### src/rtl/mem_stage_lsu_if.sv
// Data-memory bus: the LSU (master) raises req until gnt, then waits for a single rvalid response.
interface mem_stage_lsu_if #(
  parameter int XLEN = 32
);
  logic              req;
  logic              we;
  logic [XLEN-1:0]   addr;
  logic [XLEN/8-1:0] be;
  logic [XLEN-1:0]   wdata;
  logic              gnt;
  logic              rvalid;
  logic [XLEN-1:0]   rdata;

  modport master (output req, we, addr, be, wdata, input gnt, rvalid, rdata);
  modport slave  (input req, we, addr, be, wdata, output gnt, rvalid, rdata);
endinterface

### src/rtl/mem_stage_lsu.sv
// Memory stage: sized loads/stores over a req/gnt/rvalid bus with misalignment and watchdog errors,
// a combinational upstream stall, and the resolved next-PC (condpc) back to fetch.
module mem_stage_lsu #(
  parameter int XLEN         = 32,
  parameter int TIMEOUT_CYC  = 64,
  parameter bit JALR_CLR_LSB = 1'b1
) (
  input  logic            clk,
  input  logic            rst,
  input  logic            ex_valid,
  input  logic [6:0]      ex_opcode,
  input  logic [2:0]      ex_funct3,
  input  logic [XLEN-1:0] ex_alu_result,
  input  logic [XLEN-1:0] ex_rs2_data,
  input  logic            ex_zero,
  input  logic [XLEN-1:0] ex_npc,
  mem_stage_lsu_if.master dmem,
  output logic            stall,
  output logic [XLEN-1:0] condpc,
  output logic            take_branch,
  output logic            wb_valid,
  output logic [XLEN-1:0] wb_lmd,
  output logic            misaligned_exc,
  output logic            bus_err,
  output logic [XLEN-1:0] exc_addr
);
  localparam int NB  = XLEN / 8;
  localparam int LW  = $clog2(NB);
  localparam int WDW = $clog2(TIMEOUT_CYC + 1);

  localparam logic [6:0] OP_LOAD   = 7'b0000011;
  localparam logic [6:0] OP_STORE  = 7'b0100011;
  localparam logic [6:0] OP_BRANCH = 7'b1100011;
  localparam logic [6:0] OP_JAL    = 7'b1101111;
  localparam logic [6:0] OP_JALR   = 7'b1100111;

  typedef enum logic [1:0] {IDLE, REQ, WAIT} state_t;

  state_t          state_q, state_d;
  logic            req_q, req_d, we_q, we_d, ld_q, ld_d;
  logic [XLEN-1:0] addr_q, addr_d, wdata_q, wdata_d, vaddr_q, vaddr_d;
  logic [NB-1:0]   be_q, be_d;
  logic [2:0]      f3_q, f3_d;
  logic [WDW-1:0]  wdog_q, wdog_d;
  logic            wb_valid_q, wb_valid_d, mis_q, mis_d, berr_q, berr_d;
  logic [XLEN-1:0] lmd_q, lmd_d, exc_q, exc_d;

  logic            is_load, is_mem, misal, timeout;
  logic [LW-1:0]   lane;
  logic [NB-1:0]   st_be;
  logic [XLEN-1:0] st_wdata, ld_shift, ld_data;

  // Access decode, alignment and store lane placement from the execute-stage operands.
  always_comb begin
    is_load = (ex_opcode == OP_LOAD);
    is_mem  = ex_valid && (is_load || ex_opcode == OP_STORE);
    lane    = ex_alu_result[LW-1:0];
    misal   = 1'b0;
    case (ex_funct3[1:0])
      2'd1:    misal = ex_alu_result[0];
      2'd2:    misal = |ex_alu_result[1:0];
      2'd3:    misal = (XLEN == 32) || (|ex_alu_result[2:0]);
      default: misal = 1'b0;
    endcase
    if (ex_funct3 == 3'b111 || (XLEN == 32 && ex_funct3 == 3'b110)) misal = 1'b1;

    st_be    = '0;
    st_wdata = '0;
    case (ex_funct3[1:0])
      2'd0: begin
        st_be    = NB'(1) << lane;
        st_wdata = {NB{ex_rs2_data[7:0]}};
      end
      2'd1: begin
        st_be    = NB'(2'b11) << lane;
        st_wdata = {(NB/2){ex_rs2_data[15:0]}};
      end
      2'd2: begin
        st_be    = NB'(4'hF) << lane;
        st_wdata = {(NB/4){ex_rs2_data[31:0]}};
      end
      default: begin
        st_be    = '1;
        st_wdata = ex_rs2_data;
      end
    endcase
  end

  // Load data comes back on the full bus word; shift the addressed lane down before extending.
  always_comb begin
    ld_shift = dmem.rdata >> {vaddr_q[LW-1:0], 3'b000};
    ld_data  = ld_shift;
    case (f3_q[1:0])
      2'd0:    ld_data = f3_q[2] ? XLEN'(ld_shift[7:0])  : XLEN'($signed(ld_shift[7:0]));
      2'd1:    ld_data = f3_q[2] ? XLEN'(ld_shift[15:0]) : XLEN'($signed(ld_shift[15:0]));
      2'd2:    ld_data = f3_q[2] ? XLEN'(ld_shift[31:0]) : XLEN'($signed(ld_shift[31:0]));
      default: ld_data = ld_shift;
    endcase
  end

  always_comb begin
    condpc      = ex_npc;
    take_branch = 1'b0;
    if (ex_valid) begin
      case (ex_opcode)
        OP_BRANCH: if (ex_zero) begin
          condpc      = ex_alu_result;
          take_branch = 1'b1;
        end
        OP_JAL: begin
          condpc      = ex_alu_result;
          take_branch = 1'b1;
        end
        OP_JALR: begin
          condpc = ex_alu_result;
          if (JALR_CLR_LSB) condpc[0] = 1'b0;
          take_branch = 1'b1;
        end
        default: ;
      endcase
    end
  end

  // >= rather than == so a gnt landing on the last REQ cycle still times out in WAIT.
  assign timeout = (state_q != IDLE) && (wdog_q >= WDW'(TIMEOUT_CYC - 1));
  assign stall   = (state_q == IDLE && is_mem && !misal) || (state_q == REQ) ||
                   (state_q == WAIT && !dmem.rvalid && !timeout);

  always_comb begin
    state_d    = state_q;
    req_d      = req_q;
    we_d       = we_q;
    addr_d     = addr_q;
    be_d       = be_q;
    wdata_d    = wdata_q;
    vaddr_d    = vaddr_q;
    f3_d       = f3_q;
    ld_d       = ld_q;
    wdog_d     = '0;
    wb_valid_d = 1'b0;
    mis_d      = 1'b0;
    berr_d     = 1'b0;
    lmd_d      = lmd_q;
    exc_d      = exc_q;
    case (state_q)
      IDLE: begin
        if (is_mem && misal) begin
          wb_valid_d = 1'b1;
          mis_d      = 1'b1;
          exc_d      = ex_alu_result;
        end else if (is_mem) begin
          state_d = REQ;
          req_d   = 1'b1;
          we_d    = !is_load;
          addr_d  = {ex_alu_result[XLEN-1:LW], LW'(0)};
          be_d    = st_be;
          wdata_d = st_wdata;
          vaddr_d = ex_alu_result;
          f3_d    = ex_funct3;
          ld_d    = is_load;
        end else if (ex_valid) begin
          wb_valid_d = 1'b1;
          if (ex_opcode == OP_JAL || ex_opcode == OP_JALR) lmd_d = ex_npc;
        end
      end
      REQ, WAIT: begin
        if (state_q == REQ && dmem.gnt) begin
          req_d   = 1'b0;
          state_d = WAIT;
          wdog_d  = wdog_q + WDW'(1);
        end else if (state_q == WAIT && dmem.rvalid) begin
          state_d    = IDLE;
          wb_valid_d = 1'b1;
          if (ld_q) lmd_d = ld_data;
        end else if (timeout) begin
          req_d      = 1'b0;
          state_d    = IDLE;
          wb_valid_d = 1'b1;
          berr_d     = 1'b1;
          exc_d      = vaddr_q;
        end else begin
          wdog_d = wdog_q + WDW'(1);
        end
      end
      default: state_d = IDLE;
    endcase
  end

  always_ff @(posedge clk or posedge rst) begin
    if (rst) begin
      state_q    <= IDLE;
      req_q      <= 1'b0;
      we_q       <= 1'b0;
      ld_q       <= 1'b0;
      addr_q     <= '0;
      be_q       <= '0;
      wdata_q    <= '0;
      vaddr_q    <= '0;
      f3_q       <= '0;
      wdog_q     <= '0;
      wb_valid_q <= 1'b0;
      mis_q      <= 1'b0;
      berr_q     <= 1'b0;
      lmd_q      <= '0;
      exc_q      <= '0;
    end else begin
      state_q    <= state_d;
      req_q      <= req_d;
      we_q       <= we_d;
      ld_q       <= ld_d;
      addr_q     <= addr_d;
      be_q       <= be_d;
      wdata_q    <= wdata_d;
      vaddr_q    <= vaddr_d;
      f3_q       <= f3_d;
      wdog_q     <= wdog_d;
      wb_valid_q <= wb_valid_d;
      mis_q      <= mis_d;
      berr_q     <= berr_d;
      lmd_q      <= lmd_d;
      exc_q      <= exc_d;
    end
  end

  assign dmem.req       = req_q;
  assign dmem.we        = we_q;
  assign dmem.addr      = addr_q;
  assign dmem.be        = be_q;
  assign dmem.wdata     = wdata_q;
  assign wb_valid       = wb_valid_q;
  assign wb_lmd         = lmd_q;
  assign misaligned_exc = mis_q;
  assign bus_err        = berr_q;
  assign exc_addr       = exc_q;
endmodule

### src/flat_wrapper.sv
// flat-port wrapper written by rule: the top's interface ports become plain ports
module mem_stage_lsu_flat 
#(
  parameter int XLEN         = 32,
  parameter int TIMEOUT_CYC  = 64,
  parameter bit JALR_CLR_LSB = 1'b1
)
  (clk, rst, ex_valid, ex_opcode, ex_funct3, ex_alu_result, ex_rs2_data, ex_zero, ex_npc, stall, condpc, take_branch, wb_valid, wb_lmd, misaligned_exc, bus_err, exc_addr, dmem_req, dmem_we, dmem_addr, dmem_be, dmem_wdata, dmem_gnt, dmem_rvalid, dmem_rdata);
  mem_stage_lsu_if #(.XLEN(XLEN)) dmem_i ();
  input  logic clk;
  input  logic rst;
  input  logic ex_valid;
  input  logic [6:0] ex_opcode;
  input  logic [2:0] ex_funct3;
  input  logic [XLEN-1:0] ex_alu_result;
  input  logic [XLEN-1:0] ex_rs2_data;
  input  logic ex_zero;
  input  logic [XLEN-1:0] ex_npc;
  output logic stall;
  output logic [XLEN-1:0] condpc;
  output logic take_branch;
  output logic wb_valid;
  output logic [XLEN-1:0] wb_lmd;
  output logic misaligned_exc;
  output logic bus_err;
  output logic [XLEN-1:0] exc_addr;
  output wire logic [$bits(dmem_i.req)-1:0] dmem_req;
  output wire logic [$bits(dmem_i.we)-1:0] dmem_we;
  output wire logic [$bits(dmem_i.addr)-1:0] dmem_addr;
  output wire logic [$bits(dmem_i.be)-1:0] dmem_be;
  output wire logic [$bits(dmem_i.wdata)-1:0] dmem_wdata;
  input wire logic [$bits(dmem_i.gnt)-1:0] dmem_gnt;
  input wire logic [$bits(dmem_i.rvalid)-1:0] dmem_rvalid;
  input wire logic [$bits(dmem_i.rdata)-1:0] dmem_rdata;
  assign dmem_req = dmem_i.req;
  assign dmem_we = dmem_i.we;
  assign dmem_addr = dmem_i.addr;
  assign dmem_be = dmem_i.be;
  assign dmem_wdata = dmem_i.wdata;
  assign dmem_i.gnt = dmem_gnt;
  assign dmem_i.rvalid = dmem_rvalid;
  assign dmem_i.rdata = dmem_rdata;
  mem_stage_lsu #(.XLEN(XLEN), .TIMEOUT_CYC(TIMEOUT_CYC), .JALR_CLR_LSB(JALR_CLR_LSB)) u_core (.clk(clk), .rst(rst), .ex_valid(ex_valid), .ex_opcode(ex_opcode), .ex_funct3(ex_funct3), .ex_alu_result(ex_alu_result), .ex_rs2_data(ex_rs2_data), .ex_zero(ex_zero), .ex_npc(ex_npc), .dmem(dmem_i), .stall(stall), .condpc(condpc), .take_branch(take_branch), .wb_valid(wb_valid), .wb_lmd(wb_lmd), .misaligned_exc(misaligned_exc), .bus_err(bus_err), .exc_addr(exc_addr));
endmodule
### config.mk
export PLATFORM = sky130hd
export DESIGN_NAME = mem_stage_lsu_flat
export DESIGN_NICKNAME = d
export VERILOG_FILES = /design/src/rtl/mem_stage_lsu_if.sv /design/src/rtl/mem_stage_lsu.sv /design/src/flat_wrapper.sv
export SDC_FILE = /design/constraint.sdc
export NUM_CORES = 1
export LEC_CHECK = 0
export ABC_CLOCK_PERIOD_IN_PS = 6400
export CAP_MARGIN = 20
export CORE_MARGIN = 2
export CORE_UTILIZATION = 45
export CTS_CLUSTER_DIAMETER = 80
export DETAILED_ROUTE_END_ITERATION = 8
export PLACE_DENSITY = 0.82
export REMOVE_ABC_BUFFERS = 1
export SLEW_MARGIN = 25
export SYNTH_ARGS = -nofsm -noshare
export SYNTH_HDL_FRONTEND = slang
export SYNTH_SLANG_ARGS = --single-unit
### constraint.sdc
create_clock -name clk -period 6.4 [get_ports clk]
set_input_delay 0.96 -clock clk [delete_from_list [all_inputs] [get_ports clk]]
set_output_delay 0.96 -clock clk [all_outputs]
set_load 0.01 [all_outputs]
==> results.md <==
Finish:
- Summing all flip-flop and latch instances after layout gives 3754 sq um.
- In the final layout, the share of cells above drive strength 1 is 0.1884.
- The area growth from synthesis to layout is 42.75%.
- The finished layout holds 1,248 standard cells, fillers aside.
- After the last flow step, the layout net total stands at 1,163.
- After filler insertion, the fill cell instance count of the layout stands at 1,417.
- The diode insertion count for antenna repair is 0.
- The final design utilization is 0.6571.
- The final design area excluding fillers is 11,840 sq um.
- The area used by multi-input combinational logic is 3996 sq um.

CTS:
- After clock tree synthesis, the setup repair step added 0 buffers.
- The insertion delay of the later-clocked pin in the worst-skew pair is 0.42 ns.
- In this run, post-CTS hold repair placed 0 buffers.
- The clock slew seen by the registers of the worst setup and hold paths is 0.06 ns.
- The deepest clock path buffer count is 2.
- Gates resized during post-CTS repair numbered 0.
- The root buffer cell chosen for the clock tree is sky130_fd_sc_hd__clkbuf_16.
- CTS built an H-tree with a depth of 4.
- Buffers inserted during clock tree synthesis total 17.
- The tree built by TritonCTS fans out to 150 sinks.
- TritonCTS built the clock tree.

Global route:
- The number of global-route vias before repair is 6,893.
- The peak-usage layer in the global routing report is met2.
- For met1 alone, demand over resource in global routing was 0.3045.
- Across every metal layer, demand over resource in global routing totals 0.2521.
- For met2 alone, demand over resource in global routing was 0.4436.
- The first-pass GRT wire length is 38,560 um.
- The pin count of the biggest net entering global routing is 93.
- Summed over all layers, the global routing overflow is 0.
- The number of antenna violations at the first check in global routing came to 0.
- For this run, global-route usage on met3 was measured as 0.06366.

Critical path:
- STA classifies the critical path endpoint as an output pin.
- The critical path goes through clkdlybuf4s50_1 -> inv_1 -> ha_1 -> o21ai_1 -> nor4_4 -> or3_1 -> clkdlybuf4s50_1.
- The number of buffer and inverter stages on the critical path is 3.
- The count of cells along the worst register-to-register path is 6.
- The highest net fanout along the worst path is 20.
- Among cell families on the critical path, the largest total delay comes from buffers and inverters.
- The largest single stage delay on the critical path is 0.64 ns.
- The arrival time of data at the critical path endpoint is 3.65 ns.
- Counting buffers and inverters, the worst setup path is 7 cells deep.
- The class of the most critical setup path is in2out.
- Data on the critical path is required at its endpoint by 5.44 ns.
- Among all stages on the critical path, the largest delay is contributed by sky130_fd_sc_hd__ha_1.
- The cell repeated most along the worst path is sky130_fd_sc_hd__clkdlybuf4s50_1.
- STA classifies the critical path startpoint as an input pin.

Drt:
- For this run, the detailed router's first-pass iteration total came to 5.
- In the final routed layout, each cell accounts on average for 20.11 um.
- The routed design has 25,090 um of wire.
- In the routed design, unresolved DRC markers number 0.
- The mean number of vias per cell is 5.461.
- Summing over every cut layer, the via total after detailed routing is 6,815.
- The first routing iteration left 297 violations.
- The detail route stage leaves a number of antenna-violating nets equal to 0.

Logic synthesis:
- The share of Yosys cell area claimed by the top area cell type is 0.4524.
- The number of enable-type register cells in the synthesized netlist is 0.
- The number of synthesis warnings is 0.
- The mapped netlist covers 8297 sq um.
- Yosys attributes the largest share of cell area to sky130_fd_sc_hd__dfrtp_1 (45%), sky130_fd_sc_hd__mux2_2 (15%), sky130_fd_sc_hd__mux2_4 (5.4%), sky130_fd_sc_hd__mux2i_1 (3.9%), sky130_fd_sc_hd__buf_4 (3.8%).
- For this run, the leading register cell type out of synthesis is sky130_fd_sc_hd__dfrtp_1.
- The synthesized design spends more area on one cell type than any other, namely sky130_fd_sc_hd__dfrtp_1.
- For this run, asynchronously set or reset flops after synthesis account for 1.000.
- For this run, the register share of the synthesized area comes to 0.4524.
- Synthesis produced a netlist whose cell count is 746.
- The count of cell types in the netlist is 63.
- The mean area per synthesized cell is 11.12 sq um.
- The register bit count reported by yosys is 150.

STA:
- The share of the clock period used by the worst path after layout is 0.7200.
- Measured against its own limit, the worst slew margin works out to 0.3099.
- The final count of negative-setup-slack endpoints is 0.
- The maximum achievable frequency is 217.0 MHz.
- Setup repair after global routing left no endpoint under its margin.
- The number of pins with negative max-slew slack in the final report is 0.
- The number of hold violations in the final report is 0.
- The worst setup skew after layout is 0.01086 ns.
- The final critical delay including setup and external delays is 4.608 ns.
- In the post-route analysis, the smallest setup slack over all paths is 1.792 ns.
- At the pin with the least slew margin, the transition time is 1.032 ns.
- After routing, the total negative slack on setup checks comes to 0 ns.

Power:
- The maximum vdd ir drop is 0.2411 mV.
- The clock network fraction of total power is 0.221.
- The net switching power of the design is 0.001592 W.
- The total internal power is 0.002995 W.
- The switching fraction of total power is 0.3471.
- Dividing total power by cell area gives a power density of 387.3 nW/um^2.
- The share of total power dissipated in sequential elements is 0.301.
- The static leakage power is 5.133 nW.
- The share of total power dissipated in combinational logic is 0.478.

Floorplan:
- Row generation in the floorplan step produced 49 rows.
- The die is 139.8 um tall.
- The starting utilization of the core area is 0.4603.
- For this design the top-level I/O count stands at 315.
- The area of the placeable core is 18,020 sq um.
- The die area is 19,540 sq um.
- The die is 139.8 um wide.

Placement:
- The final RePlAce weighted congestion is 0.8178.
- The count of port buffers added during placement is 312.
- The estimated wirelength of the detail-placed design is 18,630 um.
- The setup slack after placement is 1.713 ns.
- The total placed cells including tap cells is 1,217.
- The placed standard-cell area is 11,260 sq um.

Worst hold path:
- The type of the tightest min-delay check is reg2reg.
- Along the worst hold path, the cell count comes to 2.

Job:
- Max-cap violations in this run came to 0.

Outcome:
- The flow ran to the end, and the final reports show no timing, DRC or antenna violations.
==> final cells by class <==
cell class / count / share of cell area
multi-input cells: 509 / 0.3374
flip-flops and latches: 150 / 0.3169
repair buffers: 320 / 0.2688
clock buffers: 20 / 0.03687
well taps: 229 / 0.02419
clock inverters: 11 / 0.01257
inverters: 9 / 0.003275
==> worst register-to-register path: stages (launching register included) <==
cell,delay [ns]
sky130_fd_sc_hd__dfrtp_1,0.39
sky130_fd_sc_hd__inv_1,0.13
sky130_fd_sc_hd__ha_4,0.88
sky130_fd_sc_hd__clkinv_1,0.65
sky130_fd_sc_hd__a41oi_1,0.49
sky130_fd_sc_hd__a211o_2,0.68
sky130_fd_sc_hd__o21ai_0,0.25
==> Yosys cell counts (2+ instances only) <==
| cell type | instances |
|---|---|
| sky130_fd_sc_hd__dfrtp_1 | 150 |
| sky130_fd_sc_hd__mux2_2 | 109 |
| sky130_fd_sc_hd__nor2_1 | 72 |
| sky130_fd_sc_hd__a21oi_1 | 49 |
| sky130_fd_sc_hd__nand2_1 | 44 |
| sky130_fd_sc_hd__buf_4 | 42 |
| sky130_fd_sc_hd__o21ai_0 | 40 |
| sky130_fd_sc_hd__mux2i_1 | 32 |
| sky130_fd_sc_hd__mux2_4 | 30 |
| sky130_fd_sc_hd__a22oi_1 | 16 |
| sky130_fd_sc_hd__buf_2 | 15 |
| sky130_fd_sc_hd__ha_1 | 12 |
| sky130_fd_sc_hd__a211oi_1 | 9 |
| sky130_fd_sc_hd__a31oi_1 | 9 |
| sky130_fd_sc_hd__clkbuf_1 | 9 |
| sky130_fd_sc_hd__nor2b_1 | 9 |
| sky130_fd_sc_hd__o22ai_1 | 9 |
| sky130_fd_sc_hd__buf_6 | 8 |
| sky130_fd_sc_hd__inv_1 | 8 |
| sky130_fd_sc_hd__o21ai_1 | 7 |
| sky130_fd_sc_hd__a221oi_1 | 6 |
| sky130_fd_sc_hd__nand3_1 | 6 |
| sky130_fd_sc_hd__nand2b_1 | 4 |
| sky130_fd_sc_hd__xor2_1 | 4 |
| sky130_fd_sc_hd__nor3_1 | 3 |
| sky130_fd_sc_hd__and3_1 | 2 |
| sky130_fd_sc_hd__buf_1 | 2 |
| sky130_fd_sc_hd__dlygate4sd1_1 | 2 |
| sky130_fd_sc_hd__nand3b_1 | 2 |
| sky130_fd_sc_hd__o211ai_1 | 2 |
| sky130_fd_sc_hd__o31ai_1 | 2 |
==> layout by cell type (no fill, tap or decap), drive strengths merged, types with 10 or more instances in the layout <==
| master | synthesis | routed |
|---|---|---|
| ha | 12 | 12 |
| mux2i | 32 | 32 |
| o21ai | 48 | 48 |
| nor2 | 73 | 73 |
| mux2 | 139 | 139 |
| a22oi | 16 | 16 |
| nand2 | 46 | 46 |
| clkbuf | 10 | 20 |
| inv | 8 | 10 |
| a21oi | 50 | 50 |
| dfrtp | 150 | 150 |
| clkdlybuf4s50 | 0 | 312 |
==> stage by stage <==
| stage | power, W | hold slack [ns] |
|---|---|---|
| after floorplan | 0.002629 | 0.4762 |
| after CTS | 0.004626 | 0.4837 |
| after global routing | 0.004850 | 0.5141 |
| after global placement | 0.003554 | 0.4617 |
| after detailed placement | 0.003598 | 0.4695 |
| final | 0.004588 | 0.4775 |
==> kinds of logic after synthesis <==
| logic type | share of synthesized area |
|---|---|
| buffers and inverters | 0.06997 |
| multiplexers | 0.2436 |
| adder cells (fa/ha/maj) | 0.01810 |
| AO/OA/AOI/OAI | 0.1253 |
| flip-flops | 0.4524 |
| XOR/XNOR | 0.005278 |
| other | 0.0004520 |
| AND/OR/NAND/NOR | 0.08491 |
==> power groups by stage <==
stage / logic [W] / clock network (W) / registers, W
6_report: 0.00220 / 0.00101 / 0.00138
5_1_grt: 0.00237 / 0.00107 / 0.00141
4_1_cts: 0.00222 / 0.00103 / 0.00138
3_5_place_dp: 0.00221 / 0 / 0.00139
3_3_place_gp: 0.00217 / 0 / 0.00138
2_1_floorplan: 0.00113 / 0 / 0.00150
==> layer usage <==
layer	routed length, um	up-vias
li1	-	3171
met5	0	-
met3	2025	34
met1	9915	3315
met4	572	0
met2	12580	295
==> state kept, by name, summed over array words and instances, names as in the netlist, 2 cells and up <==
signal	flops
u_core.dmem.wdata	32
u_core.exc_addr	32
u_core.wb_lmd	32
u_core.vaddr_q	31
u_core.wdog_q	7
u_core.dmem.be	4
u_core.f3_q	3
u_core.state_q	2
==> path summary, 6_finish.rpt <==
check                           slack (ns)              start                   end
worst max register to register        2.78  u_core.state_q[1]     u_core.wb_lmd[17]
worst min-delay path                  0.48   u_core.wb_lmd[0]      u_core.wb_lmd[0]
worst min register to register        0.48   u_core.wb_lmd[0]      u_core.wb_lmd[0]
min in group asynchronous             1.07                rst  u_core.dmem.wdata[0]
max in group asynchronous             3.98                rst     u_core.wb_lmd[22]
worst max-delay path                  1.79       ex_funct3[1]                 stall
(Power assumes the default switching activity.)
